===== src/rtl/tz_slot_if.sv =====
`default_nettype none
// ============================================================================
//  Interface   : tz_slot_if
//  Description : Alloc/free request and status bundle for tz_slot_allocator.
//                Carries the occupancy count when TZ_ALLOC_OCCUPANCY_EN is set.
//  Revision    : 1.0  initial release
// ============================================================================
interface tz_slot_if #(
  parameter int NUM_SLOTS = 8
) ();
  localparam int IDX_W = $clog2(NUM_SLOTS);

  logic             alloc_req;
  logic             alloc_gnt;
  logic [IDX_W-1:0] alloc_idx;
  logic             alloc_fail;
  logic             free_valid;
  logic [IDX_W-1:0] free_idx;
  logic             free_err;
  logic             full;
  logic             empty;
`ifdef TZ_ALLOC_OCCUPANCY_EN
  logic [IDX_W:0]   occupancy;

  modport master (
    output alloc_req, free_valid, free_idx,
    input  alloc_gnt, alloc_idx, alloc_fail, free_err, full, empty, occupancy
  );
  modport slave (
    input  alloc_req, free_valid, free_idx,
    output alloc_gnt, alloc_idx, alloc_fail, free_err, full, empty, occupancy
  );
`else
  modport master (
    output alloc_req, free_valid, free_idx,
    input  alloc_gnt, alloc_idx, alloc_fail, free_err, full, empty
  );
  modport slave (
    input  alloc_req, free_valid, free_idx,
    output alloc_gnt, alloc_idx, alloc_fail, free_err, full, empty
  );
`endif
endinterface
`default_nettype wire


===== src/rtl/tz_slot_allocator.sv =====
`default_nettype none
// ============================================================================
//  Module      : tz_slot_allocator
//  Description : Lowest-index-first slot allocator over a registered busy
//                bitmap; one alloc and one free per cycle. Define
//                TZ_ALLOC_OCCUPANCY_EN to add the registered occupancy count.
//  Revision    : 1.0  initial release
// ============================================================================
module tz_slot_allocator #(
  parameter int NUM_SLOTS = 8
) (
  input  wire logic  clk,
  input  wire logic  resetn,
  tz_slot_if.slave   bus
);
  localparam int IDX_W   = $clog2(NUM_SLOTS);
  localparam int c_ext_w = 1 << IDX_W;

  logic [NUM_SLOTS-1:0] r_busy_map;
  logic [NUM_SLOTS-1:0] w_avail;
  logic [NUM_SLOTS-1:0] w_grant_mask;
  logic [NUM_SLOTS-1:0] w_free_mask;
  logic [c_ext_w-1:0]   w_busy_ext;
  logic [IDX_W-1:0]     w_sel;
  logic [IDX_W-1:0]     r_alloc_idx;
  logic                 w_any_free;
  logic                 w_alloc_ok;
  logic                 w_free_ok;
  logic                 r_alloc_gnt;
  logic                 r_alloc_fail;
  logic                 r_free_err;

  // Zero-padding the bitmap to the full index range makes out-of-range frees
  // read as "not busy", so they fall out as illegal without a separate compare.
  generate
    if (c_ext_w > NUM_SLOTS) begin : g_pad
      assign w_busy_ext = {{(c_ext_w - NUM_SLOTS){1'b0}}, r_busy_map};
    end else begin : g_nopad
      assign w_busy_ext = r_busy_map;
    end
  endgenerate

  assign w_avail    = ~r_busy_map;
  assign w_any_free = |w_avail;

  // Scan high to low so the lowest free index is the last one written.
  always_comb begin
    w_sel = '0;
    for (int i = NUM_SLOTS - 1; i >= 0; i--) begin
      if (w_avail[i]) begin
        w_sel = i[IDX_W-1:0];
      end
    end
  end

  assign w_alloc_ok = bus.alloc_req & w_any_free;
  assign w_free_ok  = bus.free_valid & w_busy_ext[bus.free_idx];

  always_comb begin
    w_grant_mask = '0;
    w_free_mask  = '0;
    for (int i = 0; i < NUM_SLOTS; i++) begin
      w_grant_mask[i] = w_alloc_ok & (w_sel == i[IDX_W-1:0]);
      w_free_mask[i]  = w_free_ok & (bus.free_idx == i[IDX_W-1:0]);
    end
  end

  always_ff @(posedge clk or negedge resetn) begin
    if (!resetn) begin
      r_busy_map   <= '0;
      r_alloc_gnt  <= 1'b0;
      r_alloc_idx  <= '0;
      r_alloc_fail <= 1'b0;
      r_free_err   <= 1'b0;
    end else begin
      // Grant targets a free slot and free targets a busy one: masks never overlap.
      r_busy_map   <= (r_busy_map | w_grant_mask) & ~w_free_mask;
      r_alloc_gnt  <= w_alloc_ok;
      r_alloc_fail <= bus.alloc_req & ~w_any_free;
      r_free_err   <= bus.free_valid & ~w_busy_ext[bus.free_idx];
      if (w_alloc_ok) begin
        r_alloc_idx <= w_sel;
      end
    end
  end

  assign bus.alloc_gnt  = r_alloc_gnt;
  assign bus.alloc_idx  = r_alloc_idx;
  assign bus.alloc_fail = r_alloc_fail;
  assign bus.free_err   = r_free_err;
  assign bus.full       = &r_busy_map;
  assign bus.empty      = ~|r_busy_map;

`ifdef TZ_ALLOC_OCCUPANCY_EN
  logic [IDX_W:0] r_occupancy;

  always_ff @(posedge clk or negedge resetn) begin
    if (!resetn) begin
      r_occupancy <= '0;
    end else begin
      case ({w_alloc_ok, w_free_ok})
        2'b10:   r_occupancy <= r_occupancy + 1'b1;
        2'b01:   r_occupancy <= r_occupancy - 1'b1;
        default: r_occupancy <= r_occupancy;
      endcase
    end
  end

  assign bus.occupancy = r_occupancy;
`endif

endmodule
`default_nettype wire


===== src/flat_wrapper.sv =====
// flat-port wrapper written by rule: the top's interface ports become plain ports
module tz_slot_allocator_flat 
#(
  parameter int NUM_SLOTS = 8
)
  (clk, resetn, bus_alloc_req, bus_free_valid, bus_free_idx, bus_alloc_gnt, bus_alloc_idx, bus_alloc_fail, bus_free_err, bus_full, bus_empty);
  tz_slot_if #(.NUM_SLOTS(NUM_SLOTS)) bus_i ();
  input  wire logic clk;
  input  wire logic resetn;
  input wire logic [$bits(bus_i.alloc_req)-1:0] bus_alloc_req;
  input wire logic [$bits(bus_i.free_valid)-1:0] bus_free_valid;
  input wire logic [$bits(bus_i.free_idx)-1:0] bus_free_idx;
  output wire logic [$bits(bus_i.alloc_gnt)-1:0] bus_alloc_gnt;
  output wire logic [$bits(bus_i.alloc_idx)-1:0] bus_alloc_idx;
  output wire logic [$bits(bus_i.alloc_fail)-1:0] bus_alloc_fail;
  output wire logic [$bits(bus_i.free_err)-1:0] bus_free_err;
  output wire logic [$bits(bus_i.full)-1:0] bus_full;
  output wire logic [$bits(bus_i.empty)-1:0] bus_empty;
  assign bus_i.alloc_req = bus_alloc_req;
  assign bus_i.free_valid = bus_free_valid;
  assign bus_i.free_idx = bus_free_idx;
  assign bus_alloc_gnt = bus_i.alloc_gnt;
  assign bus_alloc_idx = bus_i.alloc_idx;
  assign bus_alloc_fail = bus_i.alloc_fail;
  assign bus_free_err = bus_i.free_err;
  assign bus_full = bus_i.full;
  assign bus_empty = bus_i.empty;
  tz_slot_allocator #(.NUM_SLOTS(NUM_SLOTS)) u_core (.clk(clk), .resetn(resetn), .bus(bus_i));
endmodule

===== config.mk =====
export PLATFORM = sky130hd
export DESIGN_NAME = tz_slot_allocator_flat
export DESIGN_NICKNAME = d
export VERILOG_FILES = /design/src/rtl/tz_slot_if.sv /design/src/rtl/tz_slot_allocator.sv /design/src/flat_wrapper.sv
export SDC_FILE = /design/constraint.sdc
export NUM_CORES = 1
export LEC_CHECK = 0
export ABC_CLOCK_PERIOD_IN_PS = 3960
export CELL_PAD_IN_SITES_DETAIL_PLACEMENT = 1
export CELL_PAD_IN_SITES_GLOBAL_PLACEMENT = 1
export CORE_ASPECT_RATIO = 0.8
export CORE_MARGIN = 1
export CORE_UTILIZATION = 40
export CTS_CLUSTER_DIAMETER = 60
export CTS_CLUSTER_SIZE = 40
export DETAILED_ROUTE_END_ITERATION = 10
export DONT_BUFFER_PORTS = 1
export PLACE_DENSITY = 0.71
export SLEW_MARGIN = 20
export SYNTH_ARGS = -nofsm -noshare
export SYNTH_HDL_FRONTEND = slang
export SYNTH_SLANG_ARGS = --single-unit

===== constraint.sdc =====
create_clock -name clk -period 3.96 [get_ports clk]
set_input_delay 0.792 -clock clk [delete_from_list [all_inputs] [get_ports clk]]
set_output_delay 0.792 -clock clk [all_outputs]
set_load 0.05 [all_outputs]

## After elaboration in Yosys (flattened, before gate mapping)

Index checks and enable logic that the tools add are counted.

- Add/subtract/negate cells: 0
- $mul: 0
- Div/mod/pow operators: 0
- Magnitude comparators: 1
- Eq/ne operators: 14
- Shift operators: 0
- Multiplexer cells: 10
- Bitwise gates (word level): 26
- Reduce and logical (&&, ||, !) cells: 6

Operators with widths:

| kind | count |
|---|---|
| $eq A3 B3 Y1 const B | 8 |
| $mux W3 | 8 |
| $and A1 B1 Y1 | 20 |
| $not A8 Y8 | 2 |
| $reduce_or A8 Y1 | 2 |
| $eq A3 B2 Y1 const B | 4 |
| $and A8 B8 Y8 | 1 |
| $or A8 B8 Y8 | 1 |
| $reduce_and A8 Y1 | 1 |
| $eq A3 B1 Y1 const B | 2 |
| $logic_not A3 Y1 | 2 |
| $lt A3 B4 Y1 const B | 1 |
| $bmux W1 S3 | 1 |
| $not A1 Y1 | 2 |
| $logic_not A1 Y1 | 1 |
| $mux W1 | 1 |

- Flip-flop bits (word level): 14
- Latch bits: 0
- RAM bits: 0
- ROM bits: 0
- Bits of input ports: 7
- Output and inout port bits: 8
- Logic and storage cells: 62
- Memories kept: 0

## Logic depth before layout (Yosys ltp)

Gate-level depths: netlist of run 1.

- Depth after elaboration: 13
- Gate-level depth with buffers: 5
- Mapped depth without buffers: 4

## Worst setup path before layout of run 1

OpenSTA, ideal clock, no wires.

- Path kind: register -> output
- Start point: reg u_core.r_busy_map[5]
- End point: out bus_empty
- Data arrival time: 1671 ps
- Required time: 3168 ps
- Slack: 1497 ps
- Stages on the path, launching flop included: 4
- Path buffers: 1
- Cell sequence: dfrtp_1 > buf_4 > or4_1 > nor2_1

- Longest elaborated chain between the ends: 2

RTL lines:

| what | RTL line | source |
|---|---|---|
| start: declaration | tz_slot_allocator.sv:19 | `logic [NUM_SLOTS-1:0] r_busy_map;` |
| start signal: assignment | tz_slot_allocator.sv:77 | `r_busy_map <= (r_busy_map \| w_grant_mask) & ~w_free_mask;` |
| $reduce_or A8 Y1 | tz_slot_allocator.sv:92 | `assign bus.empty = ~\|r_busy_map;` |
| $logic_not A1 Y1 | tz_slot_allocator.sv:92 |  |
| end: declaration | flat_wrapper.sv:18 | `output wire logic [$bits(bus_i.empty)-1:0] bus_empty;` |

Every way passes these cells.

## Worst setup path after layout of run 1

Ends and elaborated chain as after synthesis.

==> results of run 1 <==
## layer usage
metal | track usage | routed length (um)
met5 | 0 | 0
met4 | 0.06250 | 13
met3 | 0.08148 | 90
met2 | 0.2767 | 707
met1 | 0.2444 | 795
## cell families after synthesis
logic type	count (synthesis)	synth area share
AO/OA/AOI/OAI	22	0.1672
buffers and inverters	8	0.08523
flip-flops	14	0.4590
multiplexers	3	0.08360
AND/OR/NAND/NOR	28	0.2049
## cell type report
cell class              count  area share
inverters                   2    0.009756
clock buffers               4     0.04715
flip-flops and latches     14      0.4553
well taps                  22     0.03577
multi-input cells          53      0.4520
## power by group
group	total (mW)	leakage (nW)	internal (mW)	switching, mW
combinational	0.147	0.124	0.0679	0.0788
sequential	0.328	0.157	0.188	0.140
clock	0.105	0.0210	0.0560	0.0485
## registers in the layout, summed over array words and instances, names as in the netlist
signal	count
u_core.bus.alloc_fail	1
u_core.bus.alloc_gnt	1
u_core.bus.alloc_idx	3
u_core.bus.free_err	1
u_core.r_busy_map	8
## cells in the mapped netlist
| library cell | n |
|---|---|
| o221ai_1 | 1 |
| nor3b_1 | 2 |
| and2_1 | 1 |
| buf_6 | 1 |
| nand3_1 | 2 |
| clkbuf_1 | 1 |
| buf_4 | 2 |
| nor2b_1 | 1 |
| a41oi_1 | 1 |
| mux4_2 | 1 |
| clkbuf_8 | 2 |
| o22ai_1 | 1 |
| or4_1 | 2 |
| nand4_2 | 2 |
| nand4_1 | 1 |
| nand2b_1 | 2 |
| dfrtp_1 | 14 |
| nor3_1 | 3 |
| o211ai_1 | 1 |
| a21boi_0 | 1 |
| nand2_1 | 6 |
| o21ai_2 | 1 |
| inv_2 | 1 |
| inv_1 | 1 |
| mux2_4 | 1 |
| mux4_1 | 1 |
| nor2_1 | 6 |
| a21oi_1 | 11 |
| o21ai_0 | 5 |
## metrics by stage
step	instances	total power [mW]	util	setup WS (ps)
detailed placement	91	0.4768	0.4293	1457
floorplan	75	0.4548	-	1497
global placement	91	0.4707	0.4293	1478
finish	95	0.5790	0.4505	1147
CTS	95	0.5841	0.4505	1136
global route	95	0.6173	0.4505	1101
## worst max path at each step
stage,from,to,slack (ps),depth (start not counted)
6_report,u_core.r_busy_map[5]$_DFF_PN0_,bus_empty,1150,2
5_1_grt,u_core.r_busy_map[5]$_DFF_PN0_,bus_empty,1100,2
4_1_cts,u_core.r_busy_map[5]$_DFF_PN0_,bus_empty,1140,2
3_5_place_dp,u_core.r_busy_map[5]$_DFF_PN0_,bus_empty,1460,2
3_3_place_gp,u_core.r_busy_map[5]$_DFF_PN0_,bus_empty,1480,2
2_1_floorplan,u_core.r_busy_map[5]$_DFF_PN0_,bus_empty,1500,3
==> summary.md, run 1 <==
| Metric | Value |
|---|---|
| Status | `finished, final reports clean` |
| Area after DPL | `approximately 730 um2` |
| Post-synth top area cell | `dfrtp_1` |
| Max Clock Skew | `5.693 ps` |
| TritonCTS clock tree | `done` |
| Synth top area share | `0.4590` |
| Synth unique cells | `29` |
| Fin crit share | `0.7103` |
| Global-route wire length before repair | `roughly 2.6 mm` |
| Area of the multi-input gates | `347.8 um2` |
| Post-CTS resize count | `0` |
| Critical path launch point type | `flop` |
| Synthesized cell area | `around 760 um2` |
| Pleak | `approximately 0.30 nW` |
| Critical path arrival | `around 2000 ps` |
| HP Class | `primary input to asynchronous set/reset pin` |
| Max rail drop VDD | `0.3079 mV` |
| GPL Wtd Cong | `between 0.8 and 0.9` |
| R2r startpoint | `u_core.r_busy_map[0]$_DFF_PN0_` |
| Reg2reg setup slack | `between 2000 and 2500 ps` |
| Slew @ Worst Pin | `about 910 ps` |
| Antenna diode instance count | `0` |
| Fin Setup TNS | `0 ps` |
| Fmax achieved | `~0.36 GHz` |
| Total congestion overflow | `0` |
| Largest net degree at the start of global routing | `15` |
| YS warnings | `0` |
| Clock transition at the registers of the reported paths | `roughly 90 ps` |
| Vias in the first global route | `555` |
| Num Clock Sinks | `14` |
| Unrepaired setup endpoints after global routing | `false` |
| Hold_buf cts | `0` |
| Layout cells sized above 1 | `0.1370` |
| Most frequent cells in the layout | `dfrtp_1, a21oi_1, nor2_1, nand2_1, o21ai_0` |
| Die Width | `50.84 um` |
| Sequential area share after synthesis | `0.4590` |
| Delay of the slowest critical-path stage | `just over 700 ps` |
| Routed WL per cell | `around 17 um` |
| WP data required | `roughly 3200 ps` |
| Synth Instances | `between 70 and 80` |
| Synth Register Bits | `14` |
| # IOs | `15` |
| Worst skew pair latency | `~290 ps` |
| Final net count | `81` |
| Hold slack | `between 150 and 200 ps` |
| # fillers | `210` |
| Worst Reg2Reg Path Length in Cells | `3` |
| Critical path class | `flop to output port` |
| Syn Area/Cell | `between 10 and 15 um2` |
| Root Buffer Master | `clkbuf_4` |
| CP bufs+invs | `0` |
| Storage cell area | `roughly 350 um2` |
| ANT nets after route | `0` |
| Initial antenna violation count | `0` |
| Hpwl dp | `1.177 mm` |
| Total GRT Usage | `0.1865` |
| Fin area | `approximately 770 um2` |
| Post-Route WL | `approximately 1.6 mm` |
| # setup viols final | `0` |
| Commonest non-fill, non-tap cell in the layout | `dfrtp_1` |
| Depth of the CTS H-tree | `1` |
| Full die area | `2088 um2` |
| Final hold violation count | `0` |
| Power per cell area | `approximately 750 nW/um2` |
| Cell Rows | `13` |
| Port Buffers | `0` |
| TritonCTS buffer count | `3` |
| Drt drc | `0` |
| Core Area | `~1700 um2` |
| Postcts setup bufs | `0` |
| Via count | `562` |
| Initial DRC count | `7` |
| Main area contributors after synthesis | `dfrtp_1, a21oi_1, clkbuf_8, mux4_1, nand4_2` |
| Die Span Y | `41.07 um` |
| Syn-to-layout area delta | `0.8197%` |
| Max Root-Sink Buffers | `2` |
| Crit end category | `output port` |
| Syn nets | `82` |
| First-pass DRT Iterations | `5` |
| Max-slew violation count | `0` |
| Total of max-cap violations | `0` |
| Drt via density | `5.916` |
| Initial cell density of the core | `0.4469` |
| Delay-heaviest family, CP | `simple AND/OR/NAND/NOR gates` |
| Rel. slew slack | `0.3878` |
| RR Endpoint | `u_core.bus.alloc_fail$_DFF_PN0_` |
| Crit-path max FO | `9` |
| CP cell instances | `or4_1 > nor2_1` |
| Slowest library cell on the worst path | `nor2_1` |
| Period minus WS final | `2813 ps` |
(Power assumes the default switching activity.)
==> inputs of run 2 (changes only) <==
ABC_AREA = 1   (was default)
ABC_CLOCK_PERIOD_IN_PS = 2370   (was 3960)
CORE_UTILIZATION = 38   (was 40)
PLACE_DENSITY = 0.75   (was 0.71)
clock period = 2.37 ns   (was 3.96 ns; I/O delays follow)
==> run 2 against run 1 <==
Net effect: clock skew grew 2.5 ps; die area rose by 15%; total power is 100% higher; global-route usage rose by 2.0 points; area after synthesis grew 10%; critical endpoint is now bus_full.
==> summary.md, run 2 <==
| Metric | Value |
|---|---|
| Syn nets | `124` |
| # setup viols final | `0` |
| Num Clock Sinks | `14` |
| Final hold violation count | `0` |
| First-pass DRT Iterations | `4` |
| Ys async rst share | `1.000` |
| Core Area | `1979 um2` |
| Total GRT Usage | `0.2067` |
| TritonCTS clock tree | `done` |
| Port Buffers | `0` |
| Slew @ Worst Pin | `between 600 and 700 ps` |
| Total of max-cap violations | `0` |
| Slowest library cell on the worst path | `nor2_2` |
| # IOs | `15` |
| Die Width | `about 55 um` |
| Pre-CTS setup slack | `around 700 ps` |
| Max-slew violation count | `0` |
| Post-synth top area cell | `dfrtp_1` |
| Vias in the first global route | `between 700 and 800` |
| Power per cell area | `approximately 1300 nW/um2` |
| GPL Wtd Cong | `around 0.82` |
| Initial DRC count | `10` |
| Post-synth EDFFs | `0` |
| Critical path class | `flop to output port` |
| Commonest non-fill, non-tap cell in the layout | `nand2_1` |
| Top-count cell post-synth | `nand2_1` |
| Layout cells sized above 1 | `0.1639` |
| Max Root-Sink Buffers | `2` |
| Post-Route WL | `2.056 mm` |
| Root Buffer Master | `clkbuf_4` |
| Cell Rows | `14` |
| Initial antenna violation count | `0` |
| Syn Area/Cell | `between 7 and 8 um2` |
| Hold path depth | `1` |
| Top_reg_cell synth | `dfrtp_1` |
| CP bufs+invs | `1` |
| Hpwl dp | `about 1.7 mm` |
| Critical path launch point type | `flop` |
| Post-CTS resize count | `0` |
| Syn-to-layout area delta | `8.346%` |
| Post-synth top cells | `nand2_1, inv_1, nor2_1` |
| Crit end category | `output port` |
| Initial cell density of the core | `0.4241` |
| YS warnings | `0` |
| Fin Setup TNS | `0 ps` |
| Antenna diode instance count | `0` |
| Crit-path max FO | `5` |
| Critical path arrival | `around 1500 ps` |
| Synth unique cells | `20` |
| Period minus WS final | `1969 ps` |
| Die Span Y | `44.04 um` |
| Hold slack | `around 350 ps` |
| Max reg flops | `8` |
| Fin crit share | `0.8308` |
| Pleak | `0.5034 nW` |
| Total congestion overflow | `0` |
| Power, Total | `around 1.2 mW` |
| Synth top area share | `0.4173` |
| Depth of the CTS H-tree | `1` |
| Via count | `roughly 760` |
| Worst Reg2Reg Path Length in Cells | `8` |
| Delay of the slowest critical-path stage | `~480 ps` |
| Worst skew pair latency | `approximately 280 ps` |
| Global-route wire length before repair | `about 3.4 mm` |
| Max rail drop VDD | `~0.61 mV` |
| Most frequent cells in the layout | `nand2_1, inv_1, nor2_1` |
| Main area contributors after synthesis | `dfrtp_1, nand2_1, inv_1, nor2_1, nand4_1` |
| Full die area | `~2400 um2` |
| Reg with most FFs | `u_core.r_busy_map` |
| Delay-heaviest family, CP | `simple AND/OR/NAND/NOR gates` |
| Clock transition at the registers of the reported paths | `about 90 ps` |
| HP Class | `primary input to flop` |
| Routed WL per cell | `around 14 um` |
| ANT nets after route | `0` |
| Status | `finished, final reports clean` |
| Rel. slew slack | `0.5491` |
| Fmax achieved | `0.5079 GHz` |
| WP data required | `approximately 1900 ps` |
| Sequential area share after synthesis | `0.4173` |
| Max Clock Skew | `just over 8 ps` |
| Drt drc | `0` |
| Synth Register Bits | `14` |
| Final WS setup | `about 400 ps` |
| Drt via density | `about 5.2` |
| Synthesized cell area | `between 800 and 900 um2` |
| Synth Instances | `around 120` |
| Unrepaired setup endpoints after global routing | `false` |
| CP cell instances | `nand2_2 > nor2_4 > inv_2 > nor2_2` |
| Largest net degree at the start of global routing | `15` |
| CP Depth | `4` |
| TritonCTS buffer count | `3` |
| Final net count | `about 130` |
## run 2: layout make-up
class / instances / area [um2]
flip-flops and latches: 14 / 350.3
repair buffers: 2 / 17.52
clock buffers: 3 / 22.52
inverters: 25 / 98.84
fillers: 263 / 1070
multi-input cells: 78 / 390.4
well taps: 24 / 30.03
## run 2: where the power goes
group | switching [mW] | internal [mW] | leakage, nW
sequential | 0.196 | 0.325 | 0.160
combinational | 0.350 | 0.157 | 0.329
clock | 0.0740 | 0.0589 | 0.0138
total | 0.620 | 0.540 | 0.503
## run 2: path summary, 6_finish.rpt
check                                          startpoint                                   to  slack (ps)
max in group asynchronous                          resetn       u_core.r_busy_map[3]$_DFF_PN0_        1270
min in group asynchronous                          resetn        u_core.bus.free_err$_DFF_PN0_         660
min reg2reg                u_core.r_busy_map[7]$_DFF_PN0_       u_core.r_busy_map[7]$_DFF_PN0_         630
max                        u_core.r_busy_map[0]$_DFF_PN0_                             bus_full         400
min                                        bus_free_valid        u_core.bus.free_err$_DFF_PN0_         350
max reg2reg                u_core.r_busy_map[0]$_DFF_PN0_  u_core.bus.alloc_idx[0]$_DFFE_PN0P_         730
## run 2: per-layer routing
| layer | up-vias | track usage | wire [um] |
|---|---|---|---|
| met1 | 366 | 0.2957 | 1050 |
| met2 | 16 | 0.3073 | 923 |
| met4 | 0 | 0.04615 | 11 |
| met5 | - | 0 | 0 |
| li1 | 377 | - | - |
| met3 | 2 | 0.06186 | 71 |
## run 2: what timing repair did
item / 4_1_cts / 5_1_grt
hold buffers: 1 / 0
buffers inserted: 0 / 0
hold endpoints to repair: 14 / 0
## run 2: cell families after synthesis
kind of cell    count (synthesis)  synth area share
buf+inv                        25            0.1177
compound gates                 13            0.1028
simple gates                   65            0.3621
flops                          14            0.4173
## run 2: through the flow
step / util / std cells / instance area [um2]
floorplan: - / 117 / 839.6
global placement: 0.4431 / 142 / 877.1
detailed placement: 0.4431 / 142 / 877.1
CTS: 0.4595 / 146 / 909.6
global route: 0.4595 / 146 / 909.6
finish: 0.4595 / 146 / 909.6
==> inputs of run 3 (changes only) <==
ABC_CLOCK_PERIOD_IN_PS = 2100   (was 2370)
CORE_UTILIZATION = 40   (was 38)
clock period = 2.1 ns   (was 2.37 ns; I/O delays follow)
==> run 3 against run 2 <==
Net effect: count of clock-buffer cells in the layout is the same; combinational power up 14%; sequential power up 13%; clock power grew 13%; global-route usage rose by 2.5 points; worst hold slack got worse by 59 ps; core utilization grew 1.6 points; sequential share of layout area shrank 0.32 points; clock skew fell by 7.7 ps; first-iteration DRC count up 60%; die area shrank 4.8%; critical endpoint is now bus_empty; largest cell class unchanged.
==> summary.md, run 3 (synthesized netlist as in run 2, its figures left out) <==
| Metric | Value |
|---|---|
| Status | `finished, final reports clean` |
| Reg with most FFs | `u_core.r_busy_map` |
| R2r startpoint | `u_core.r_busy_map[4]$_DFF_PN0_` |
| Max Root-Sink Buffers | `2` |
| Fmax achieved | `~0.57 GHz` |
| End of the worst hold path | `u_core.bus.free_err$_DFF_PN0_` |
| Fin util | `0.4760` |
| Core Area | `roughly 1900 um2` |
| Depth of the CTS H-tree | `1` |
| Die Width | `about 53 um` |
| Worst skew pair latency | `about 280 ps` |
| Worst Reg2Reg Path Length in Cells | `9` |
| Fin crit share | `0.8372` |
| Cell Rows | `14` |
| Via count | `765` |
| Critical path arrival | `1340 ps` |
| Fin Setup TNS | `0 ps` |
| Worst setup startpoint | `u_core.r_busy_map[0]$_DFF_PN0_` |
| Root Buffer Master | `clkbuf_4` |
| Antenna diode instance count | `0` |
| Hold slack | `approximately 290 ps` |
| TritonCTS clock tree | `done` |
| Period minus WS final | `about 1800 ps` |
| Delay-heaviest family, CP | `flip-flops` |
| Initial antenna violation count | `0` |
| Rel. slew slack | `0.5724` |
| Drt via density | `5.204` |
| Layout cells sized above 1 | `0.1707` |
| Die Span Y | `42.98 um` |
| First-pass DRT Iterations | `4` |
| Initial DRC count | `16` |
| Hold_sp | `bus_free_valid` |
| Fin area | `around 920 um2` |
| Total of max-cap violations | `0` |
| Pleak | `approximately 0.51 nW` |
| Max reg flops | `8` |
| Total GRT Usage | `0.2316` |
| Syn-to-layout area delta | `9.240%` |
| WP data required | `around 1700 ps` |
| Hold path depth | `1` |
| Initial cell density of the core | `0.4357` |
| Hpwl dp | `between 1.5 and 2 mm` |
| Vias in the first global route | `between 700 and 800` |
| Delay of the slowest critical-path stage | `~440 ps` |
| Full die area | `2287 um2` |
| Critical path class | `flop to output port` |
| # setup viols final | `0` |
| Max rail drop VDD | `0.6528 mV` |
| Slew @ Worst Pin | `roughly 640 ps` |
| Most frequent cells in the layout | `nand2_1, inv_1, nor2_1` |
| Num Clock Sinks | `14` |
| Post-Route WL | `approximately 2.1 mm` |
| Final hold violation count | `0` |
| Max Clock Skew | `between 0.5 and 0.6 ps` |
| Area after DPL | `roughly 880 um2` |
| Reg2reg setup slack | `630 ps` |
| Clock transition at the registers of the reported paths | `roughly 80 ps` |
| Slowest library cell on the worst path | `dfrtp_1` |
| Critical path launch point type | `flop` |
| Global-route wire length before repair | `~3.7 mm` |
| ANT nets after route | `0` |
| RR Endpoint | `u_core.bus.alloc_idx[0]$_DFFE_PN0P_` |
| Commonest non-fill, non-tap cell in the layout | `nand2_1` |
| # IOs | `15` |
| CP bufs+invs | `2` |
| Unrepaired setup endpoints after global routing | `false` |
| Crit end category | `output port` |
| Largest net degree at the start of global routing | `15` |
| CP cell instances | `inv_1 > nand3_1 > nor3_1 > buf_4` |
| Port Buffers | `0` |
| Routed WL per cell | `14.42 um` |
| Final net count | `about 130` |
| Power per cell area | `between 1000 and 1500 nW/um2` |
| Max-slew violation count | `0` |
| GPL Wtd Cong | `0.8733` |
| Total congestion overflow | `0` |
| TritonCTS buffer count | `3` |
| HP Class | `primary input to flop` |
| Drt drc | `0` |
| Crit-path max FO | `5` |
| Post-CTS resize count | `0` |
==> run 3: cell count changes in the layout (fill, tap and decap cells not counted) <==
cell   delta
buf_4     +1
==> run 3: routing by layer <==
layer  GRT usage  vias up  wire (um)
li1            -      380          -
met1      0.3171      368        974
met2      0.3600       15       1016
met3     0.06452        2        116
met4     0.04737        0         12
met5           0        -          0
==> run 3: repair_timing <==
item | CTS | global route
hold buffers | 1 | 0
buffers inserted | 0 | 0
hold endpoints to repair | 14 | 0
endpoints found under the setup margin | 0 | 0
==> run 3: worst max path at each step <==
stage | end | slack, ps | cells after the start
floorplan | bus_empty | 30 | 3
global placement | bus_empty | 660 | 4
detailed placement | u_core.bus.alloc_idx[0]$_DFFE_PN0P_ | 630 | 9
CTS | bus_empty | 350 | 4
global route | bus_empty | 210 | 4
finish | bus_empty | 340 | 4
==> run 3: power by group <==
group | switching, mW | total, mW | internal (mW)
Clock | 0.0831 | 0.150 | 0.0665
Sequential | 0.223 | 0.589 | 0.366
Combinational | 0.394 | 0.577 | 0.183
==> run 3: cell type report <==
class	instances	area, um2
inverter	25	98.84
sequential	14	350.3
multi-input combinational	78	390.4
tap	24	30.03
fill	250	1010
timing repair buffer	3	25.02
clock buffer	3	22.52
==> run 3: per-stage QoR <==
step,setup slack (ps),power [mW],std cells
after floorplan,31.54,1.018,117
after global placement,663.9,1.136,143
after CTS,345.8,1.329,147
after global routing,213.7,1.425,147
after detailed placement,629.6,1.168,143
final,341.9,1.316,147
